**config.mk**
```make
export PLATFORM = sky130hd
export DESIGN_NAME = uart_top
export DESIGN_NICKNAME = d
export VERILOG_FILES = /design/src/rtl/uart_pkg.sv /design/src/rtl/uart_fifo.sv /design/src/rtl/uart_top.sv
export SDC_FILE = /design/constraint.sdc
export NUM_CORES = 1
export LEC_CHECK = 0
export CORE_ASPECT_RATIO = 1.2
export CORE_UTILIZATION = 62
export DETAILED_ROUTE_END_ITERATION = 10
export MAX_ROUTING_LAYER = met4
export PLACE_DENSITY_LB_ADDON = 0.12
export SYNTH_ARGS = -nofsm -noshare
export SYNTH_HDL_FRONTEND = slang
export SYNTH_SLANG_ARGS = --single-unit
```
**constraint.sdc**
```tcl
create_clock -name clk -period 2.65 [get_ports clk]
set_input_delay 0.265 -clock clk [delete_from_list [all_inputs] [get_ports clk]]
set_output_delay 0.265 -clock clk [all_outputs]
set_load 0.01 [all_outputs]
```
**src/rtl/uart_pkg.sv**
```systemverilog
// UART shared state encodings, parity-mode constants and divisor/parity helpers.
package uart_pkg;

  typedef enum logic [2:0] {TxIdle, TxStart, TxData, TxParity, TxStop} tx_state_e;
  typedef enum logic [2:0] {RxIdle, RxStart, RxData, RxParity, RxStop} rx_state_e;

  localparam int unsigned CheckNone = 0;
  localparam int unsigned CheckOdd  = 1;
  localparam int unsigned CheckEven = 2;

  function automatic int unsigned calc_div(input int unsigned clk_hz, input int unsigned baud);
    return clk_hz / baud;
  endfunction

  // Zero-padded upper bits do not disturb the reduction.
  function automatic logic parity_bit(input logic [7:0] data, input int unsigned mode);
    return (mode == CheckOdd) ? ~(^data) : ((mode == CheckEven) ? ^data : 1'b0);
  endfunction

endpackage

```
**src/rtl/uart_fifo.sv**
```systemverilog
// Synchronous first-word-fall-through FIFO; Depth must be a power of 2.
module uart_fifo #(
  parameter int unsigned Depth = 16,
  parameter int unsigned Width = 8
) (
  input  logic             clk,
  input  logic             rst,
  input  logic             i_push,
  input  logic [Width-1:0] i_wdata,
  output logic             o_full,
  input  logic             i_pop,
  output logic [Width-1:0] o_rdata,
  output logic             o_empty
);

  localparam int unsigned AddrW = $clog2(Depth);

  logic [Width-1:0] r_mem [Depth];
  logic [AddrW:0]   r_wptr;
  logic [AddrW:0]   r_rptr;
  logic             w_push;
  logic             w_pop;

  // Extra pointer MSB distinguishes full from empty.
  assign o_empty = (r_wptr == r_rptr);
  assign o_full  = (r_wptr[AddrW] != r_rptr[AddrW]) &&
                   (r_wptr[AddrW-1:0] == r_rptr[AddrW-1:0]);
  assign w_push  = i_push && !o_full;
  assign w_pop   = i_pop && !o_empty;
  assign o_rdata = o_empty ? '0 : r_mem[r_rptr[AddrW-1:0]];

  always_ff @(posedge clk) begin
    if (rst) begin
      r_wptr <= '0;
      r_rptr <= '0;
    end else begin
      if (w_push) r_wptr <= r_wptr + (AddrW + 1)'(1);
      if (w_pop)  r_rptr <= r_rptr + (AddrW + 1)'(1);
    end
  end

  always_ff @(posedge clk) begin
    if (w_push) r_mem[r_wptr[AddrW-1:0]] <= i_wdata;
  end

endmodule

```
**src/rtl/uart_top.sv**
```systemverilog
// UART with AXI-Stream TX/RX FIFOs and configurable framing.
// Define UART_RX_SYNC_EN to add a 2-flop synchronizer ahead of the rx sampling flop.
module uart_top
  import uart_pkg::*;
#(
  parameter int unsigned system_clk     = 50000000,
  parameter int unsigned band_rate      = 115200,
  parameter int unsigned data_bits      = 8,
  parameter int unsigned check_mode     = 1,
  parameter int unsigned stop_mode      = 0,
  parameter int unsigned tx_fifo_deepth = 16,
  parameter int unsigned rx_fifo_deepth = 16
) (
  input  logic                 clk,
  input  logic                 rst,
  input  logic                 tx_en,
  input  logic [data_bits-1:0] s_axis_tdata,
  input  logic                 s_axis_tvalid,
  output logic                 s_axis_tready,
  output logic                 tx,
  input  logic                 rx_en,
  input  logic                 rx,
  input  logic                 m_axis_tready,
  output logic [data_bits-1:0] m_axis_tdata,
  output logic                 m_axis_tvalid,
  output logic                 check_flag
);

  localparam int unsigned    Div       = calc_div(system_clk, band_rate);
  localparam int unsigned    CntW      = $clog2(Div);
  localparam logic [CntW-1:0] CntLast  = CntW'(Div - 1);
  localparam logic [CntW-1:0] CntHalf  = CntW'(Div / 2 - 1);
  localparam logic [2:0]     BitLast   = 3'(data_bits - 1);
  localparam bit             HasParity = (check_mode != CheckNone);

  // ---------------- Transmit path ----------------
  logic                 w_tx_empty;
  logic                 w_tx_full;
  logic                 w_tx_pop;
  logic [data_bits-1:0] w_tx_head;
  logic                 w_tx_bit_end;
  logic                 w_tx_frame_end;
  tx_state_e            r_tx_state;
  logic [CntW-1:0]      r_tx_cnt;
  logic [2:0]           r_tx_bit;
  logic                 r_tx_stop;
  logic [data_bits-1:0] r_tx_shift;
  logic                 r_tx_par;
  logic                 r_tx;

  uart_fifo #(
    .Depth (tx_fifo_deepth),
    .Width (data_bits)
  ) u_tx_fifo (
    .clk     (clk),
    .rst     (rst),
    .i_push  (s_axis_tvalid),
    .i_wdata (s_axis_tdata),
    .o_full  (w_tx_full),
    .i_pop   (w_tx_pop),
    .o_rdata (w_tx_head),
    .o_empty (w_tx_empty)
  );

  assign s_axis_tready  = !w_tx_full;
  assign tx             = r_tx;
  assign w_tx_bit_end   = (r_tx_cnt == CntLast);
  assign w_tx_frame_end = (r_tx_state == TxStop) && w_tx_bit_end && (stop_mode == 0 || r_tx_stop);
  // Popping on the last stop cycle chains frames with no idle gap.
  assign w_tx_pop       = tx_en && !w_tx_empty && ((r_tx_state == TxIdle) || w_tx_frame_end);

  always_ff @(posedge clk) begin
    if (rst) begin
      r_tx_state <= TxIdle;
      r_tx_cnt   <= '0;
      r_tx_bit   <= '0;
      r_tx_stop  <= 1'b0;
      r_tx_shift <= '0;
      r_tx_par   <= 1'b0;
      r_tx       <= 1'b1;
    end else if (w_tx_pop) begin
      r_tx_state <= TxStart;
      r_tx_cnt   <= '0;
      r_tx_shift <= w_tx_head;
      r_tx_par   <= parity_bit(8'(w_tx_head), check_mode);
      r_tx       <= 1'b0;
    end else begin
      unique case (r_tx_state)
        TxIdle: r_tx <= 1'b1;
        TxStart: begin
          if (w_tx_bit_end) begin
            r_tx_cnt   <= '0;
            r_tx_bit   <= '0;
            r_tx_state <= TxData;
            r_tx       <= r_tx_shift[0];
          end else begin
            r_tx_cnt <= r_tx_cnt + CntW'(1);
          end
        end
        TxData: begin
          if (w_tx_bit_end) begin
            r_tx_cnt   <= '0;
            r_tx_shift <= r_tx_shift >> 1;
            if (r_tx_bit == BitLast) begin
              r_tx_stop  <= 1'b0;
              r_tx_state <= HasParity ? TxParity : TxStop;
              r_tx       <= HasParity ? r_tx_par : 1'b1;
            end else begin
              r_tx_bit <= r_tx_bit + 3'd1;
              r_tx     <= r_tx_shift[1];
            end
          end else begin
            r_tx_cnt <= r_tx_cnt + CntW'(1);
          end
        end
        TxParity: begin
          if (w_tx_bit_end) begin
            r_tx_cnt   <= '0;
            r_tx_stop  <= 1'b0;
            r_tx_state <= TxStop;
            r_tx       <= 1'b1;
          end else begin
            r_tx_cnt <= r_tx_cnt + CntW'(1);
          end
        end
        TxStop: begin
          r_tx <= 1'b1;
          if (w_tx_bit_end) begin
            r_tx_cnt <= '0;
            if (stop_mode == 0 || r_tx_stop) r_tx_state <= TxIdle;
            else                             r_tx_stop  <= 1'b1;
          end else begin
            r_tx_cnt <= r_tx_cnt + CntW'(1);
          end
        end
        default: r_tx_state <= TxIdle;
      endcase
    end
  end

  // ---------------- Receive path ----------------
  logic w_rx_in;
  logic r_rx_s;
  logic r_rx_d;
  logic w_rx_fall;

`ifdef UART_RX_SYNC_EN
  logic r_rx_sync1;
  logic r_rx_sync2;

  always_ff @(posedge clk) begin
    if (rst) begin
      r_rx_sync1 <= 1'b1;
      r_rx_sync2 <= 1'b1;
    end else begin
      r_rx_sync1 <= rx;
      r_rx_sync2 <= r_rx_sync1;
    end
  end

  assign w_rx_in = r_rx_sync2;
`else
  assign w_rx_in = rx;
`endif

  always_ff @(posedge clk) begin
    if (rst) begin
      r_rx_s <= 1'b1;
      r_rx_d <= 1'b1;
    end else begin
      r_rx_s <= w_rx_in;
      r_rx_d <= r_rx_s;
    end
  end

  assign w_rx_fall = r_rx_d && !r_rx_s;

  rx_state_e            r_rx_state;
  logic [CntW-1:0]      r_rx_cnt;
  logic [2:0]           r_rx_bit;
  logic [data_bits-1:0] r_rx_shift;
  logic                 r_rx_par;
  logic                 r_rx_push;
  logic                 r_check_flag;
  logic                 w_rx_bit_end;
  logic                 w_rx_par_ok;
  logic                 w_rx_full;
  logic                 w_rx_empty;

  assign w_rx_bit_end = (r_rx_cnt == CntLast);
  assign w_rx_par_ok  = !HasParity || (parity_bit(8'(r_rx_shift), check_mode) == r_rx_par);

  always_ff @(posedge clk) begin
    if (rst) begin
      r_rx_state   <= RxIdle;
      r_rx_cnt     <= '0;
      r_rx_bit     <= '0;
      r_rx_shift   <= '0;
      r_rx_par     <= 1'b0;
      r_rx_push    <= 1'b0;
      r_check_flag <= 1'b0;
    end else begin
      r_rx_push    <= 1'b0;
      r_check_flag <= 1'b0;
      if (!rx_en) begin
        r_rx_state <= RxIdle;
        r_rx_cnt   <= '0;
        r_rx_bit   <= '0;
      end else begin
        unique case (r_rx_state)
          RxIdle: begin
            if (w_rx_fall) begin
              r_rx_state <= RxStart;
              r_rx_cnt   <= '0;
            end
          end
          RxStart: begin
            // Mid-start recheck; a high line here was a glitch.
            if (r_rx_cnt == CntHalf) begin
              r_rx_cnt   <= '0;
              r_rx_bit   <= '0;
              r_rx_state <= r_rx_s ? RxIdle : RxData;
            end else begin
              r_rx_cnt <= r_rx_cnt + CntW'(1);
            end
          end
          RxData: begin
            if (w_rx_bit_end) begin
              r_rx_cnt   <= '0;
              r_rx_shift <= {r_rx_s, r_rx_shift[data_bits-1:1]};
              if (r_rx_bit == BitLast) r_rx_state <= HasParity ? RxParity : RxStop;
              else                     r_rx_bit   <= r_rx_bit + 3'd1;
            end else begin
              r_rx_cnt <= r_rx_cnt + CntW'(1);
            end
          end
          RxParity: begin
            if (w_rx_bit_end) begin
              r_rx_cnt   <= '0;
              r_rx_par   <= r_rx_s;
              r_rx_state <= RxStop;
            end else begin
              r_rx_cnt <= r_rx_cnt + CntW'(1);
            end
          end
          RxStop: begin
            if (w_rx_bit_end) begin
              r_rx_cnt   <= '0;
              r_rx_state <= RxIdle;
              if (r_rx_s && w_rx_par_ok) r_rx_push    <= 1'b1;
              else                       r_check_flag <= 1'b1;
            end else begin
              r_rx_cnt <= r_rx_cnt + CntW'(1);
            end
          end
          default: r_rx_state <= RxIdle;
        endcase
      end
    end
  end

  uart_fifo #(
    .Depth (rx_fifo_deepth),
    .Width (data_bits)
  ) u_rx_fifo (
    .clk     (clk),
    .rst     (rst),
    .i_push  (r_rx_push && !w_rx_full),
    .i_wdata (r_rx_shift),
    .o_full  (w_rx_full),
    .i_pop   (m_axis_tready),
    .o_rdata (m_axis_tdata),
    .o_empty (w_rx_empty)
  );

  assign m_axis_tvalid = !w_rx_empty;
  assign check_flag    = r_check_flag;

endmodule

```
==> out/qor.yml, run 1 <==
power_and_ir_drop:
  power_leakage_nw: 5.31
  irDropWorstVdd_v: 0.000591
  power.density_nw_per_um2: 710
finish:
  layout.cells.non_filler: 1230
  multiInputGateArea_um2: 4230
  nFillCells: 1327
  layout_commonest_cell: "edfxtp_1"
  area_growth_pct: 14.2
  layout_common_cells: "256 x edfxtp_1, 92 x nor2_1, 76 x dfxtp_1"
  final_util_pct: 72.3
  nNetsFinal: 966
  drive_gt1_share_pct: 20.0
  regArea_um2: 9320
  diodes: 0
die:
  core_um2: 21800
  fp-row-count: 59
  die_area_um2: 22900
  ios: 27
  die_x_um: 138
  start_util_pct: 63.3
  dieHeight_um: 165
setup_path:
  crit_type: "flip-flop to output port"
  crit_fanout: 7
  crit_arrival_ns: 2.42
  critPathLaunchType: "flip-flop"
  reg2reg_depth: 8
  crit_path_end_kind: "output port"
  cp.required_ns: 2.38
sta:
  fin_hold_ws_ns: 0.0981
  final.period_utilization_pct: 101
  clock_skew_ns: 0.0193
  drv_slew: 0
  rsz0062_at_grt: "yes"
  slew_headroom_pct: 22.4
  finalHoldViolations: 0
  period_needed_ns: 2.69
  setup_violations: 7
  tightest_slew_ns: 1.15
  setup_ws_ns: -0.0353
  finalSetupTns_ns: -0.175
  timing.fmax_mhz: 372
place:
  io_buffer_count: 26
  dpl.cell_count: 1162
  dp_slack_ns: 0.137
  gp_congestion: 0.841
  hpwl_mm: 17.6
route:
  wl_met1_mm: 10.4
  wl_per_cell_um: 21.6
  num_vias: 7461
  routed.top_layer: "met4"
  drt-pass1-iter-count: 10
  drtIter0Drc: 589
  route.met2.wl_mm: 14.5
  postRouteAntennaNets: 0
  wl_mm: 26.6
  drcViolationCount: 2
  wl_met3_um: 992
  vias_per_cell: 6.07
clock_network:
  cts.sinks: 337
  cts_max_path_buffers: 3
  cts_tree: "built"
  clock_latency_ns: 0.51
  cts_made_buffers: 34
  cts.clk_slew.worst_paths_ns: 0.07
  cts-root-buf: "clkbuf_16"
  htree_levels: 2
job:
  cap_violations: 0
logic_synthesis:
  synth_cell_types: 56
  synth.ff_latch_count: 337
  syn_avg_cell_area_um2: 15.9
  yosys.area.top_type_share_pct: 55.7
  ys_seq_area_share_pct: 67.5
  async_flop_share_pct: 0
  ys.warnings.count: 0
  synthCells: 866
  synth_area_leaders: "edfxtp_1 56%, dfxtp_1 12%, mux4_2 10%, nor2_1 2.5%, mux4_1 1.9%"
  synth_nets: 900
  ys.flop_type: "edfxtp_1"
  synth_enable_flop_cells: 256
  netlist_area_um2: 13800
  synth_top_area_cell: "edfxtp_1"
grt:
  grt_pass1_wl_mm: 42.7
  antenna_found_initial: 0
  grt_pass1_vias: 7674
  grt-ovfl-total: 0
  grt_max_degree: 40
  grt.total_usage_pct: 25.4
hold_path:
  min_from: "rst"
  hp-class: "primary input to flip-flop"
  hold_path_depth: 2
run_status:
  status: "finished, violations left"
  violations: "DRC, setup timing"
[sequential cells by signal (all words and copies together) (netlist names), 3 cells and up, named ones only]
signal            count
u_rx_fifo.r_mem     128
u_tx_fifo.r_mem     128
r_rx_cnt              9
r_tx_cnt              9
r_rx_shift            8
r_tx_shift            8
u_rx_fifo.r_rptr      5
u_rx_fifo.r_wptr      5
u_tx_fifo.r_rptr      5
u_tx_fifo.r_wptr      5
r_rx_bit              3
r_rx_state            3
r_tx_bit              3
r_tx_state            3
[layer usage]
metal | track usage [%] | vias up
met5 | - | -
met4 | 7.76 | 0
met3 | 3.49 | 43
met2 | 46.1 | 186
met1 | 29.7 | 3781
li1 | - | 3451
[stage by stage]
| stage | instance area (µm²) | total power, mW |
|---|---|---|
| 3_5_place_dp | 14500 | 6.64 |
| 5_1_grt | 15800 | 11.5 |
| 2_1_floorplan | 13800 | 6.47 |
| 4_1_cts | 15700 | 11.3 |
| 6_report | 15800 | 11.2 |
| 3_3_place_gp | 14500 | 6.62 |
[kinds of logic after synthesis]
family,Yosys count,share of synthesized area [%]
muxes,91,13.4
and+or+nand+nor,237,8.52
DFF,337,67.5
xor gates and xnor gates,48,3.05
buffers and inverters,54,2.16
AOI/OAI and AO/OA,80,3.66
adders and majority gates,19,1.72
[cell usage after synthesis (18+ instances only)]
cell type,instances
xor2_1,25
nand2_1,34
a21oi_1,26
nor2b_1,20
dfxtp_1,81
edfxtp_1,256
xnor2_1,23
nor2_1,92
clkbuf_1,22
mux2i_1,18
mux4_2,62
ha_1,19
[timing repair]
| action | 4_1_cts | 5_1_grt |
|---|---|---|
| resized for setup | 41 | 18 |
| endpoints found under the setup margin | 8 | 9 |
| cloned | 2 | 0 |
| hold buffers | 0 | 0 |
| setup buffers | 7 | 0 |
[cell type report]
class	instances	share of cell area [%]
well taps	274	2.18
clock buffers	50	6.31
repair buffers	74	4.64
inverters	10	0.238
clock inverters	10	0.612
multi-input cells	475	26.9
flip-flops and latches	337	59.1
[final timing paths]
| check | endpoint | slack (ns) |
|---|---|---|
| max | m_axis_tdata[5] | -0.04 |
| min | r_rx_shift[7]$_SDFFE_PP0P_ | 0.1 |
| max reg2reg | r_tx_par$_SDFFE_PP0P_ | 0.24 |
| min reg2reg | r_tx_bit[1]$_SDFFE_PP0P_ | 0.48 |
[critical path: stages, from the launching register on]
cell and delay [ns]:
dfxtp_4 0.42, buf_12 0.15, buf_6 0.10, mux4_2 0.50
mux4_2 0.48, nor2b_4 0.14, buf_6 0.11
[report_power, final]
part / total, mW / internal [mW] / switching, mW / leakage (nW)
logic: 0.751 / 0.365 / 0.387 / 1.76
clock network: 4.65 / 2.79 / 1.86 / 0.536
registers: 5.78 / 5.72 / 0.0533 / 3.01
No activity file was read; power rests on OpenSTA's default activity.
==> run 2, diff against run 1 <==
SKIP_LAST_GASP = 1   (was unset)
==> results of run 2 <==
The final DEF is identical to that of run 1; final timing and power are the same.
==> run 3, diff against run 2 <==
CORE_UTILIZATION = 54   (was 62)
==> run 3 against run 2 <==
Net effect: critical path depth increased by 1; non-clock buffer count is 2 lower; the run ends with setup timing left; power rose by 1.6%; design area up 0.75%; worst hold slack better by 0.23 ns; sequential share of layout area shrank 0.45 points; clock-buffer cell count decreased by 5; largest power group unchanged.
==> out/qor.yml, run 3 (synthesized netlist as in run 1, its figures left out) <==
finish:
  layout_commonest_cell: "edfxtp_1"
  drive_gt1_share_pct: 19.4  # -0.63 points
  fin_area_um2: 15900  # +0.75%
  layout_common_cells: "256 x edfxtp_1, 91 x nor2_1, 77 x dfxtp_1"
  area_growth_pct: 15.1
  final_util_pct: 63.7  # -8.6 points
  diodes: 0  # unchanged
  nNetsFinal: 964  # -0.21%
run_status:
  violations: "setup timing"
  status: "finished, violations left"
hold_path:
  hp-class: "primary input to flip-flop"
  min_from: "rst"
  hold_path_depth: 3  # +1
  whs_endpoint: "u_tx_fifo.r_wptr[2]$_SDFFE_PP0P_"
route:
  wl_mm: 26.9  # +1.2%
  drtIter0Drc: 539  # -8.5%
  num_vias: 7402  # -0.79%
  wl_per_cell_um: 21.0  # -2.8%
  drt-pass1-iter-count: 5  # -5
  drcViolationCount: 0  # -2
  vias_per_cell: 5.78  # -4.7%
  postRouteAntennaNets: 0  # unchanged
power_and_ir_drop:
  power_leakage_nw: 5.31  # +0.13%
  irDropWorstVdd_v: 0.000632  # +6.9%
  power.density_nw_per_um2: 715  # +0.80%
  power_mw: 11.4  # +1.6%
setup_path:
  crit_arrival_ns: 2.44  # +0.02 ns
  crit_type: "flip-flop to output port"
  cp.required_ns: 2.38  # about the same
  crit_slowest_cell: "mux4_2"
  crit_fanout: 5  # -2
  crit_path_end_kind: "output port"
  critPathLaunchType: "flip-flop"
  reg2reg_depth: 6  # -2
  max_stage_delay_ns: 0.50  # about the same
  rr_startpoint: "u_tx_fifo.r_wptr[0]$_SDFFE_PP0P_"
  reg2reg_to: "u_tx_fifo.r_mem[11][7]$_DFFE_PP_"
  worstPathCellList: "buf_6 > buf_12 > buf_12 > mux4_2 > mux4_2 > nor2b_4 > buf_6"
  r2r_slack_ns: 0.24  # about the same
grt:
  grt_max_degree: 36  # -10%
  grt-ovfl-total: 0  # unchanged
  grt.total_usage_pct: 22.2  # -3.1 points
  antenna_found_initial: 0  # unchanged
  grt_pass1_wl_mm: 42.3  # -0.89%
  grt_pass1_vias: 7631  # -0.56%
die:
  start_util_pct: 55.4  # -8.0 points
  die_x_um: 148  # +7.0%
  dieHeight_um: 177  # +7.1%
  fp-row-count: 63  # +6.8%
  ios: 27  # unchanged
  die_area_um2: 26200  # +15%
  core_um2: 24900  # +14%
clock_network:
  cts_max_path_buffers: 3  # unchanged
  cts.sinks: 337  # unchanged
  cts_made_buffers: 34  # unchanged
  cts_tree: "built"
  clock_latency_ns: 0.51  # about the same
  cts-root-buf: "clkbuf_16"
  htree_levels: 2  # unchanged
  cts.clk_slew.worst_paths_ns: 0.06  # about the same
  postCtsHoldBufs: 0  # unchanged
place:
  hpwl_mm: 17.6  # -0.12%
  postPlaceCellArea_um2: 14500  # +0.37%
  io_buffer_count: 26  # unchanged
  gp_congestion: 0.784  # -6.8%
  dp_slack_ns: 0.161  # +0.0245 ns
sta:
  drv_slew: 0  # unchanged
  setup_ws_ns: -0.0596  # -0.0243 ns
  final.period_utilization_pct: 102  # +0.92 points
  slew_headroom_pct: 45.4  # +23 points
  fin_hold_ws_ns: 0.329  # +0.231 ns
  rsz0062_at_grt: "yes"
  finalHoldViolations: 0  # unchanged
  tightest_slew_ns: 0.816  # -0.339 ns
  period_needed_ns: 2.71  # +0.0243 ns
  timing.fmax_mhz: 369  # -0.90%
  clock_skew_ns: 0.0178  # -0.00149 ns
  setup_violations: 4  # -3
job:
  cap_violations: 0  # unchanged
## run 3: changes by cell type in the layout (fill, tap and decap cells not counted), sizes merged
| cell | delta |
|---|---|
| clkinvlp | +1 |
| buf | -2 |
| clkbuf | -5 |
| clkinv | +4 |
| bufinv | +2 |
## run 3: how the worst max path moves through the flow
| stage | cells past startpoint | startpoint | end |
|---|---|---|---|
| floorplan | 8 | u_tx_fifo.r_wptr[2]$_SDFFE_PP0P_ | u_tx_fifo.r_mem[3][0]$_DFFE_PP_ |
| global placement | 5 | flip-flop | m_axis_tdata[2] |
| detailed placement | 5 | flip-flop | m_axis_tdata[1] |
| CTS | 6 | flip-flop | m_axis_tdata[5] |
| global route | 7 | flip-flop | m_axis_tdata[6] |
| finish | 7 | flip-flop | m_axis_tdata[5] |
## run 3: through the flow
stage	setup TNS, ns	instances
after floorplan	0	866
final	-0.165	1281
after global routing	-0.622	1281
after CTS	-0.428	1281
after global placement	0	1210
after detailed placement	0	1210
## run 3: repair_timing
action | in CTS | in global routing
buffers inserted | 5 | 1
endpoints found under the setup margin | 9 | 17
pin swaps | 0 | 0
gates resized for setup | 45 | 11
gates cloned | 4 | 0
## run 3: report_power, final
group          total [mW]  switching, mW  internal, mW  leakage (nW)
Sequential           5.78         0.0609          5.72          3.01
Combinational       0.756          0.383         0.373          1.76
Clock                4.82           1.89          2.93         0.550
## run 3: routing by layer
layer	wire, µm	track usage [%]
met4	674	7.09
met2	14400	39.1
met3	1060	2.89
met1	10800	26.7
met5	0	-
## run 3: critical path: cells and delay by family, from the launching register on
| kind | cells | cell delay [ns] |
|---|---|---|
| buf+inv | 4 | 0.44 |
| flops | 1 | 0.37 |
| mux | 2 | 0.99 |
| simple gates | 1 | 0.14 |
## run 3: final cells by class
class | instances | area [µm²]
sequential | 337 | 9320
inverter | 10 | 37.5
multi-input combinational | 475 | 4220
clock inverter | 17 | 178
fill | 1807 | 9040
tap | 325 | 407
clock buffer | 45 | 956
timing repair buffer | 72 | 759
